$ cat config.mk
export PLATFORM = sky130hd
export DESIGN_NAME = spi_target
export DESIGN_NICKNAME = d
export VERILOG_FILES = /design/src/rtl/spi_target.sv
export SDC_FILE = /design/constraint.sdc
export NUM_CORES = 1
export LEC_CHECK = 0
export CORE_MARGIN = 1
export CORE_UTILIZATION = 39
export CTS_CLUSTER_DIAMETER = 100
export DETAILED_ROUTE_END_ITERATION = 8
export GPL_TIMING_DRIVEN = 0
export HOLD_SLACK_MARGIN = 0.08
export PLACE_DENSITY = 0.63
export SYNTH_ARGS = -nofsm -noshare
export SYNTH_HDL_FRONTEND = slang
export SYNTH_SLANG_ARGS = --single-unit
export TNS_END_PERCENT = 1
$ cat constraint.sdc
create_clock -name clk -period 2.7 [get_ports clk]
set_input_delay 0.54 -clock clk [delete_from_list [all_inputs] [get_ports clk]]
set_output_delay 0.54 -clock clk [all_outputs]
set_load 0.03 [all_outputs]
$ cat src/rtl/spi_target.sv
// SPI mode-0 target: oversamples the SPI pins in the clk domain, shifts TX FIFO words
// out on miso and queues received words into an RX FIFO for local logic.
module spi_target #(
    parameter int unsigned WIDTH = 8,
    parameter int unsigned DEPTH = 8
) (
    input  logic             clk,
    input  logic             rst,
    input  logic             sclk,
    input  logic             cs_n,
    input  logic             mosi,
    output logic             miso,
    input  logic [WIDTH-1:0] txData,
    input  logic             txWriteEn,
    output logic             txFull,
    output logic [WIDTH-1:0] rxData,
    input  logic             rxReadEn,
    output logic             rxEmpty,
    output logic             rxOverflow,
    output logic             txUnderrun,
    input  logic             flagClr
);
    localparam int unsigned AW   = $clog2(DEPTH);
    localparam int unsigned CW   = $clog2(DEPTH + 1);
    localparam int unsigned CNTW = $clog2(WIDTH);

    typedef enum logic [1:0] {IDLE, LOAD, SHIFT} stateType;

    stateType state, stateNext;

    logic sclkMeta, sclkSync, sclkPrev;
    logic csMeta, csSync, csPrev;
    logic mosiMeta, mosiSync;
    logic sclkRise, sclkFall, csFall, csRise;

    logic [WIDTH-1:0] txShift;
    logic [WIDTH-2:0] rxShift;
    logic [WIDTH-1:0] rxWord;
    logic [CNTW-1:0]  bitCnt;
    logic             reloadPending;
    logic             loadTx, shiftTx, sampleBit, frameDone;

    logic [WIDTH-1:0] txMem [DEPTH];
    logic [WIDTH-1:0] rxMem [DEPTH];
    logic [AW-1:0]    txWr, txRd, rxWr, rxRd;
    logic [CW-1:0]    txCount, rxCount, txCountNext, rxCountNext;
    logic             txEmpty, rxFull, txPush, txPop, rxPush, rxPop;

    // Two-flop synchronisers plus one history flop for edge detection
    always_ff @(posedge clk) begin
        if (rst) begin
            {sclkMeta, sclkSync, sclkPrev} <= 3'b000;
            {csMeta, csSync, csPrev}       <= 3'b111;
            {mosiMeta, mosiSync}           <= 2'b00;
        end else begin
            {sclkMeta, sclkSync, sclkPrev} <= {sclk, sclkMeta, sclkSync};
            {csMeta, csSync, csPrev}       <= {cs_n, csMeta, csSync};
            {mosiMeta, mosiSync}           <= {mosi, mosiMeta};
        end
    end

    assign sclkRise = sclkSync & ~sclkPrev;
    assign sclkFall = ~sclkSync & sclkPrev;
    assign csFall   = ~csSync & csPrev;
    assign csRise   = csSync & ~csPrev;

    always_ff @(posedge clk) begin
        if (rst) state <= IDLE;
        else     state <= stateNext;
    end

    always_comb begin
        stateNext = state;
        loadTx    = 1'b0;
        shiftTx   = 1'b0;
        sampleBit = 1'b0;
        case (state)
            IDLE:  if (csFall) stateNext = LOAD;
            LOAD: begin
                loadTx    = 1'b1;
                stateNext = SHIFT;
            end
            SHIFT: begin
                sampleBit = sclkRise;
                if (sclkFall) begin
                    loadTx  = reloadPending;
                    shiftTx = ~reloadPending;
                end
            end
            default: stateNext = IDLE;
        endcase
        // Deselect aborts whatever is in flight
        if (csRise) begin
            stateNext = IDLE;
            loadTx    = 1'b0;
            shiftTx   = 1'b0;
            sampleBit = 1'b0;
        end
    end

    assign frameDone = sampleBit && (bitCnt == CNTW'(WIDTH - 1));
    assign rxWord    = {rxShift, mosiSync};

    always_ff @(posedge clk) begin
        if (rst) begin
            txShift       <= '0;
            rxShift       <= '0;
            bitCnt        <= '0;
            reloadPending <= 1'b0;
            miso          <= 1'b0;
        end else begin
            if (loadTx) begin
                txShift       <= txEmpty ? '0 : txMem[txRd];
                miso          <= ~txEmpty & txMem[txRd][WIDTH-1];
                reloadPending <= 1'b0;
            end else if (shiftTx) begin
                txShift <= txShift << 1;
                miso    <= txShift[WIDTH-2];
            end
            if (state == LOAD) bitCnt <= '0;
            if (sampleBit) begin
                rxShift <= rxWord[WIDTH-2:0];
                bitCnt  <= frameDone ? '0 : bitCnt + CNTW'(1);
                if (frameDone) reloadPending <= 1'b1;
            end
            if (csRise || state == IDLE) begin
                miso          <= 1'b0;
                reloadPending <= 1'b0;
            end
        end
    end

    assign txEmpty     = (txCount == '0);
    assign rxFull      = (rxCount == CW'(DEPTH));
    assign txPush      = txWriteEn & ~txFull;
    assign txPop       = loadTx & ~txEmpty;
    assign rxPop       = rxReadEn & ~rxEmpty;
    assign rxPush      = frameDone & (~rxFull | rxPop);
    assign txCountNext = txCount + CW'(txPush) - CW'(txPop);
    assign rxCountNext = rxCount + CW'(rxPush) - CW'(rxPop);

    always_ff @(posedge clk) begin
        if (txPush) txMem[txWr] <= txData;
        if (rxPush) rxMem[rxWr] <= rxWord;
    end

    // FIFO pointers and occupancy; pointers wrap naturally at DEPTH
    always_ff @(posedge clk) begin
        if (rst) begin
            txWr    <= '0;
            txRd    <= '0;
            txCount <= '0;
            txFull  <= 1'b0;
            rxWr    <= '0;
            rxRd    <= '0;
            rxCount <= '0;
            rxEmpty <= 1'b1;
            rxData  <= '0;
        end else begin
            if (txPush) txWr <= txWr + AW'(1);
            if (txPop)  txRd <= txRd + AW'(1);
            if (rxPush) rxWr <= rxWr + AW'(1);
            if (rxPop) begin
                rxRd   <= rxRd + AW'(1);
                rxData <= rxMem[rxRd];
            end
            txCount <= txCountNext;
            txFull  <= (txCountNext == CW'(DEPTH));
            rxCount <= rxCountNext;
            rxEmpty <= (rxCountNext == '0);
        end
    end

    // Sticky status; a set in the same cycle beats flagClr
    always_ff @(posedge clk) begin
        if (rst) begin
            txUnderrun <= 1'b0;
            rxOverflow <= 1'b0;
        end else begin
            if (loadTx && txEmpty) txUnderrun <= 1'b1;
            else if (flagClr)      txUnderrun <= 1'b0;
            if (frameDone && rxFull && !rxPop) rxOverflow <= 1'b1;
            else if (flagClr)                  rxOverflow <= 1'b0;
        end
    end
endmodule

==> results.md, run 1 <==
- Worst hold margin: between 0.4 and 0.5 ns
- Final worst clock skew: 0.0107 ns
- Most common cell after layout, fill and taps aside: sky130_fd_sc_hd__edfxtp_1
- Required time reported for the critical path endpoint: ~3.0 ns
- Wire length of the first global-routing pass: between 20 and 25 mm
- Critical path class: in2reg
- Proportion of synthesized area in mux cells: between 10% and 20%
- Post-route minimum period: 2.55 ns
- Multi-input combinational cell area: around 2400 sq um
- End point of the worst hold path: csSync
- GRT Overall Usage: between 10 and 15%
- Initial Util: around 40%
- Reg2reg setup slack: roughly 0.16 ns
- Compound-Gate Fraction of Synth Area: under 10%
- Cell count after placement: ~780
- Highest-count cells in the layout ignoring fill and taps: sky130_fd_sc_hd__edfxtp_1 (128), sky130_fd_sc_hd__dfxtp_1 (62), sky130_fd_sc_hd__nor2_1 (35)
- Crit path launch type: input pin
- Cell area after synthesis: about 7600 sq um
- Leakage power: approximately 2.9 nW
- Count of cells along the worst register-to-register path: 10
- Placer congestion estimate: 0.715
- Post-detailed-route wirelength per cell: about 16 um
- Clk Tree Root Cell: sky130_fd_sc_hd__clkbuf_16
- Overall die width: 142 um
- Tightest Pin Transition: 1.21 ns
- Final-stage net count: 583
- Clock edge transition at the registers on the reported setup and hold paths: 0.07 ns
- Post-Synth Simple-Gate Area: under 10%
- Cells after synthesis: a little under 500
- Post-synthesis adder-cell area fraction: ~3.5%
- Number of unique standard cell types used by synthesis: 44
- Post-layout worst setup margin: between 0.1 and 0.15 ns
- Worst hold start: csMeta
- Final standard cell count with taps included and fillers excluded: 820
- Final count of negative-setup-slack endpoints: 0
- Design area: around 9000 sq um
- Pwr per Cell Area: 799 nW/um^2
- TritonCTS clock tree: yes
- TritonCTS sink count: approximately 190
- Mapped Nets: between 500 and 600
- Beginning of the worst register-to-register path: csSync
- Hpwl dp: around 9.1 mm
- Overall die area: 20200 sq um
- XOR/XNOR Fraction of Synth Area: 1.03%
- Drt via density: between 4 and 5
- Warning count from the yosys run: 0
- DRC Markers: 0
- Max rail drop VDD: ~480 uV
- Area of placed instances: ~8300 sq um
- Peak clock frequency supported by timing: 392 MHz
- Count of flip-flops with a built-in enable after synthesis: about 130
- Async S/R FF share, synth: 0%
- Detailed-router iteration count before antenna repair: 4
- Placeable Area: roughly 19000 sq um
- Quantity of I/O buffers inserted on ports: 27
- Remaining antenna violation count: 0
- Main combinational cell family by area after synthesis: multiplexers
- Y dimension of the die: between 100 and 150 um
- Final cell utilization of the core: a little under half
- Number of buffers on the longest clock path: 2
- Largest net degree at the start of global routing: 21
- Number of instances on the worst hold path: 1
- Vias after detailed routing: 4026
- Number of levels the H-tree was split into: 4
- Worst stage delay on the critical path: between 0.4 and 0.5 ns
- Count of pins on the block boundary: 29
- Number of antenna violations at the first check in global routing: 0
- Arrival @ worst endpoint: between 2 and 3 ns
- Register bit total from synthesis: around 190
- Hold bufs inserted after CTS: 0
- Mean instance size in the synthesized netlist: between 15 and 20 sq um
- Crit path max fanout: 11
- Total wire length after detailed routing: ~14 mm
- Number of global-route vias before repair: 4255
- Number of diodes: 0
- Total chip power: slightly above 7 mW
- Slowest stage cell, crit path: sky130_fd_sc_hd__clkdlybuf4s50_1
- DR iter-0 viols: ~200
- Final clock period utilization by the worst path: between 90% and 100%
- Max-slew violation count: 0
- Setup repair after global routing missed its margin: no
- Synth-to-Final Area Change: 18.2%
- Most common flop cell mapped by yosys: sky130_fd_sc_hd__edfxtp_1
- # fillers: approximately 1600
- Clk Latency, worst-skew pair: about 0.44 ns
- Final hold viol count: 0
- Sequential cell area: around 5100 sq um
- Share of layout cells above drive strength 1: a little under a quarter
- Crit Reg-Reg Endpoint: rxEmpty
- Critical-path cell list: clkdlybuf4s50_1 > nand2b_1 > inv_1 > ha_1 > inv_1 > ha_1 > a21o_1 > a21oi_1 > xnor2_1 > a2111oi_2
- Worst slew slack as a fraction of its limit: a little under a fifth
- Worst setup timing slack at the placement stage: -0.649 ns
- Sum of negative setup slack: 0 ns
- Sequential fraction of the synthesis area: 67.0%
- Clock buffer count from CTS: 17
- Run status: complete, no violations
- Hold Crit Class: reg2reg
- Standard-cell rows: 50
- Crit path capture type: flip-flop
- Leftover overflow at the end of global routing: 0
- Reported max-cap violation count: 0
==> area by class of cell <==
| type | instances | area share (%) |
|---|---|---|
| tap | 260 | 3.60 |
| clock inverter | 15 | 2.31 |
| inverter | 24 | 0.997 |
| buffer | 23 | 1.32 |
| clock buffer | 17 | 4.71 |
| sequential | 192 | 56.7 |
| multi-input combinational | 255 | 26.8 |
| timing repair buffer | 34 | 3.57 |
==> critical path: cells and delay by family <==
family                     cells  cell delay (ns)
AOI/OAI and AO/OA              3             0.72
xor gates and xnor gates       1             0.11
adders and majority gates      2             0.56
buffers and inverters          3             0.81
and+or+nand+nor                1             0.13
==> layer usage <==
metal,share of wire (%),track usage (%),vias up,wire length [um]
met2,50,25.8,69,6790
met1,45,18.1,1985,6150
met4,1.1,4.75,0,144
met5,0,0,-,0
li1,-,-,1958,-
met3,3.3,4.21,14,441
==> how the worst max path moves through the flow <==
stage | endpoint | start | slack, ns | depth (start not counted)
floorplan | rxEmpty | state[0] | 0.06 | 12
global placement | rxMem[0][2] | rxReadEn | -0.54 | 5
detailed placement | rxEmpty | rxReadEn | -0.65 | 11
CTS | txFull | txCount[2] | 0.01 | 13
global route | rxEmpty | rxReadEn | 0.02 | 10
finish | rxEmpty | rxReadEn | 0.15 | 10
==> synthesized netlist by cell type, types with 2 or more instances <==
master | n | area [sq um]
sky130_fd_sc_hd__edfxtp_1 | 128 | 3840
sky130_fd_sc_hd__dfxtp_1 | 64 | 1280
sky130_fd_sc_hd__nor2_1 | 35 | 131
sky130_fd_sc_hd__mux4_2 | 32 | 721
sky130_fd_sc_hd__mux2i_1 | 26 | 260
sky130_fd_sc_hd__inv_1 | 24 | 90.1
sky130_fd_sc_hd__a21oi_1 | 22 | 110
sky130_fd_sc_hd__ha_1 | 18 | 225
sky130_fd_sc_hd__o21ai_0 | 18 | 90.1
sky130_fd_sc_hd__nand2_1 | 14 | 52.6
sky130_fd_sc_hd__clkbuf_1 | 13 | 48.8
sky130_fd_sc_hd__or2_2 | 12 | 75.1
sky130_fd_sc_hd__nor2b_1 | 10 | 62.6
sky130_fd_sc_hd__nand2b_1 | 8 | 50.1
sky130_fd_sc_hd__nor3_1 | 8 | 40.0
sky130_fd_sc_hd__a221oi_2 | 7 | 105
sky130_fd_sc_hd__buf_2 | 5 | 25.0
sky130_fd_sc_hd__xor2_1 | 5 | 43.8
sky130_fd_sc_hd__or3b_2 | 4 | 35.0
sky130_fd_sc_hd__xnor2_1 | 4 | 35.0
sky130_fd_sc_hd__buf_6 | 3 | 33.8
sky130_fd_sc_hd__nand3_1 | 3 | 15.0
sky130_fd_sc_hd__nand3b_1 | 3 | 22.5
sky130_fd_sc_hd__nand4_1 | 3 | 18.8
sky130_fd_sc_hd__or3_1 | 3 | 18.8
sky130_fd_sc_hd__a2111oi_0 | 2 | 17.5
sky130_fd_sc_hd__a21o_1 | 2 | 15.0
sky130_fd_sc_hd__and2_1 | 2 | 12.5
sky130_fd_sc_hd__buf_1 | 2 | 7.51
sky130_fd_sc_hd__fa_1 | 2 | 40.0
==> sequential cells by signal (all words and copies together), names as in the netlist, 2 cells and up, named ones only <==
name     flops
bitCnt       3
rxCount      4
rxData       8
rxMem       64
rxRd         3
rxShift      7
rxWr         3
state        2
txCount      4
txMem       64
txRd         3
txShift      7
txWr         3
==> repair_timing <==
| action | CTS | global route |
|---|---|---|
| setup endpoints to repair | 48 | 7 |
| hold endpoints to repair | 0 | 0 |
| gates resized for setup | 14 | 10 |
| pin swaps | 2 | 7 |
| setup buffers | 4 | 3 |
==> cells by family (layout without fill, tap and decap cells) <==
kind of cell,count (synthesis),after routing
xor gates and xnor gates,9,9
muxes,59,59
buffers and inverters,49,113
adders and majority gates,20,20
and+or+nand+nor,112,112
AOI/OAI and AO/OA,55,55
DFF,192,192
==> where the power goes <==
| part | internal [mW] | total (mW) | leakage [nW] | switching, mW |
|---|---|---|---|---|
| sequential | 3.31 | 3.40 | 1.69 | 0.0881 |
| combinational | 0.554 | 1.21 | 0.946 | 0.652 |
| clock | 1.43 | 2.62 | 0.308 | 1.19 |
(Power assumes the default switching activity.)
==> inputs of run 2 (changes only) <==
--- a/config.mk
+++ b/config.mk
@@ -5,6 +5,7 @@
 export SDC_FILE = /design/constraint.sdc
 export NUM_CORES = 1
 export LEC_CHECK = 0
+export ABC_CLOCK_PERIOD_IN_PS = 2700
 export CORE_MARGIN = 1
 export CORE_UTILIZATION = 39
 export CTS_CLUSTER_DIAMETER = 100
==> results of run 2 <==
No change in the layout: final DEF, timing and power equal those of run 1.
==> inputs of run 3 (changes only) <==
--- a/config.mk
+++ b/config.mk
@@ -6,7 +6,7 @@
 export NUM_CORES = 1
 export LEC_CHECK = 0
 export ABC_CLOCK_PERIOD_IN_PS = 2700
-export CORE_MARGIN = 1
+export CORE_MARGIN = 2
 export CORE_UTILIZATION = 39
 export CTS_CLUSTER_DIAMETER = 100
 export DETAILED_ROUTE_END_ITERATION = 8
==> run 3 against run 2 <==
Net effect: clock skew about the same; die area increased by 2.8%; routed wire length grew 1.1%; first-iteration DRC count shrank 16%; critical path type is now reg2reg; critical endpoint is now txFull; largest cell class unchanged.
==> results.md, run 3 (synthesized netlist as in run 1, its figures left out) <==
- Final cell utilization of the core: 46.5% (-1.2 points)
- Number of diodes: 0 (unchanged)
- Number of buffers on the longest clock path: 2 (unchanged)
- Share of layout cells above drive strength 1: 21.8% (-0.89 points)
- Final worst clock skew: 0.0106 ns (-0.0000569 ns)
- Synth-to-Final Area Change: 17.6%
- Run status: complete, no violations
- Hold Crit Class: reg2reg
- DR iter-0 viols: 169 (-16%)
- Detailed-router iteration count before antenna repair: 4 (unchanged)
- Worst slew slack as a fraction of its limit: 12.5% (-6.5 points)
- Pwr per Cell Area: 785 nW/um^2 (-1.7%)
- Max rail drop VDD: 586 uV (+23%)
- TritonCTS clock tree: yes
- Final-stage net count: 583 (unchanged)
- Worst setup timing slack at the placement stage: -0.621 ns (+0.0281 ns)
- Reported max-cap violation count: 0 (unchanged)
- Post-layout worst setup margin: 0.116 ns (-0.0333 ns)
- Number of instances on the worst hold path: 1 (unchanged)
- Y dimension of the die: 144 um (+1.4%)
- Clk Latency, worst-skew pair: 0.43 ns (about the same)
- Crit path launch type: flip-flop
- Final count of negative-setup-slack endpoints: 0 (unchanged)
- Most common cell after layout, fill and taps aside: sky130_fd_sc_hd__edfxtp_1
- Hpwl dp: 9.36 mm (+2.8%)
- Clock edge transition at the registers on the reported setup and hold paths: 0.07 ns (about the same)
- Reg2reg setup slack: 0.12 ns (-0.04 ns)
- Hold bufs inserted after CTS: 0 (unchanged)
- Sum of negative setup slack: 0 ns (unchanged)
- # fillers: 1657 (+2.9%)
- Required time reported for the critical path endpoint: 3.05 ns (+0.02 ns)
- Leftover overflow at the end of global routing: 0 (unchanged)
- Setup repair after global routing missed its margin: yes
- Drt via density: 4.98 (+1.3%)
- Crit Reg-Reg Endpoint: txFull
- Tightest Pin Transition: 1.30 ns (+0.0973 ns)
- Wire length of the first global-routing pass: 22.1 mm (-0.93%)
- Clock buffer count from CTS: 17 (unchanged)
- Overall die area: 20700 sq um (+2.8%)
- Leakage power: 2.92 nW (-0.61%)
- Clk Tree Root Cell: sky130_fd_sc_hd__clkbuf_16
- Max-slew violation count: 0 (unchanged)
- Largest net degree at the start of global routing: 20 (-4.8%)
- Highest-count cells in the layout ignoring fill and taps: sky130_fd_sc_hd__edfxtp_1 (128), sky130_fd_sc_hd__dfxtp_1 (63), sky130_fd_sc_hd__nor2_1 (35)
- GRT Overall Usage: 14.3% (-0.67 points)
- Post-route minimum period: 2.58 ns (+0.0333 ns)
- Number of antenna violations at the first check in global routing: 0 (unchanged)
- Initial Util: 39.6% (-0.79 points)
- Count of pins on the block boundary: 29 (unchanged)
- Total wire length after detailed routing: 13.7 mm (+1.1%)
- Final hold viol count: 0 (unchanged)
- TritonCTS sink count: 192 (unchanged)
- End point of the worst hold path: csSync
- Registers with the most flip-flops: rxMem: 64 flops, txMem: 64 flops, rxData: 8 flops
- Count of cells along the worst register-to-register path: 13 (+3)
- Placer congestion estimate: 0.743 (+3.9%)
- Placeable Area: 19300 sq um (+2.0%)
- Final standard cell count with taps included and fillers excluded: 825 (+0.61%)
- Remaining antenna violation count: 0 (unchanged)
- DRC Markers: 0 (unchanged)
- Arrival @ worst endpoint: 2.93 ns (+0.05 ns)
- Worst hold start: csMeta
- Quantity of I/O buffers inserted on ports: 27 (unchanged)
- Standard-cell rows: 51 (+2.0%)
- Cell count after placement: 790 (+0.89%)
- Post-detailed-route wirelength per cell: 16.6 um (+0.45%)
- Number of global-route vias before repair: 4291 (+0.85%)
- Vias after detailed routing: 4105 (+2.0%)
- Overall die width: 144 um (+1.4%)
- Crit path capture type: flip-flop
- Beginning of the worst register-to-register path: state[0]
- Critical path class: reg2reg
- Peak clock frequency supported by timing: 387 MHz (-1.3%)
- Final clock period utilization by the worst path: 95.7% (+1.2 points)
- Number of levels the H-tree was split into: 4 (unchanged)
- Crit path max fanout: 6 (-5)
[run 3: power breakdown]
group / total [mW] / switching [mW] / internal [mW]
Sequential: 3.39 / 0.0820 / 3.31
Combinational: 1.18 / 0.638 / 0.544
Clock: 2.49 / 1.17 / 1.32
[run 3: repair_timing]
action	in CTS	in global routing
pin swaps	2	2
setup endpoints to repair	40	19
resized for setup	13	9
setup buffers	3	0
[run 3: metrics by stage]
step	instance area, sq um	total power [mW]	hold slack (ns)
CTS	8950	7.11	0.419
global placement	8250	4.53	0.394
detailed placement	8280	4.57	0.397
floorplan	7650	4.23	0.389
global route	8990	7.39	0.433
finish	8990	7.06	0.415
[run 3: how the worst max path moves through the flow]
| stage | start | to | slack [ns] | cells past startpoint |
|---|---|---|---|---|
| 2_1_floorplan | state[0] | rxEmpty | 0.06 | 12 |
| 3_3_place_gp | rxReadEn | rxMem[0][3] | -0.65 | 5 |
| 3_5_place_dp | rxReadEn | rxEmpty | -0.62 | 12 |
| 4_1_cts | state[0] | txFull | -0.02 | 13 |
| 5_1_grt | state[0] | txFull | -0.07 | 13 |
| 6_report | state[0] | txFull | 0.12 | 13 |
[run 3: area by class of cell]
cell class | count | area [sq um] | area share [%]
sequential | 192 | 5130 | 57.0
multi-input combinational | 255 | 2400 | 26.7
clock inverter | 15 | 171 | 1.91
timing repair buffer | 33 | 313 | 3.48
buffer | 24 | 130 | 1.45
inverter | 24 | 90.1 | 1.00
tap | 265 | 332 | 3.69
clock buffer | 17 | 425 | 4.73
[run 3: layer usage]
metal	global-route usage, %	part of all wire, %	vias to the layer above
li1	-	-	1959
met1	17.2	43	2053
met2	25.0	52	77
met3	3.54	3.1	16
met4	5.11	1.4	0
met5	0	0	-
[run 3: critical path, stage by stage (launching register included)]
cell and delay (ns):
sky130_fd_sc_hd__dfxtp_2 0.34, sky130_fd_sc_hd__inv_2 0.08, sky130_fd_sc_hd__ha_4 0.16, sky130_fd_sc_hd__and4b_2 0.27, sky130_fd_sc_hd__o2111ai_4 0.16, sky130_fd_sc_hd__buf_6 0.16
sky130_fd_sc_hd__or2_4 0.26, sky130_fd_sc_hd__nand2_1 0.07, sky130_fd_sc_hd__ha_2 0.18, sky130_fd_sc_hd__inv_1 0.05, sky130_fd_sc_hd__fa_2 0.35, sky130_fd_sc_hd__xor2_2 0.19
sky130_fd_sc_hd__nand3b_1 0.11, sky130_fd_sc_hd__nor3_2 0.11
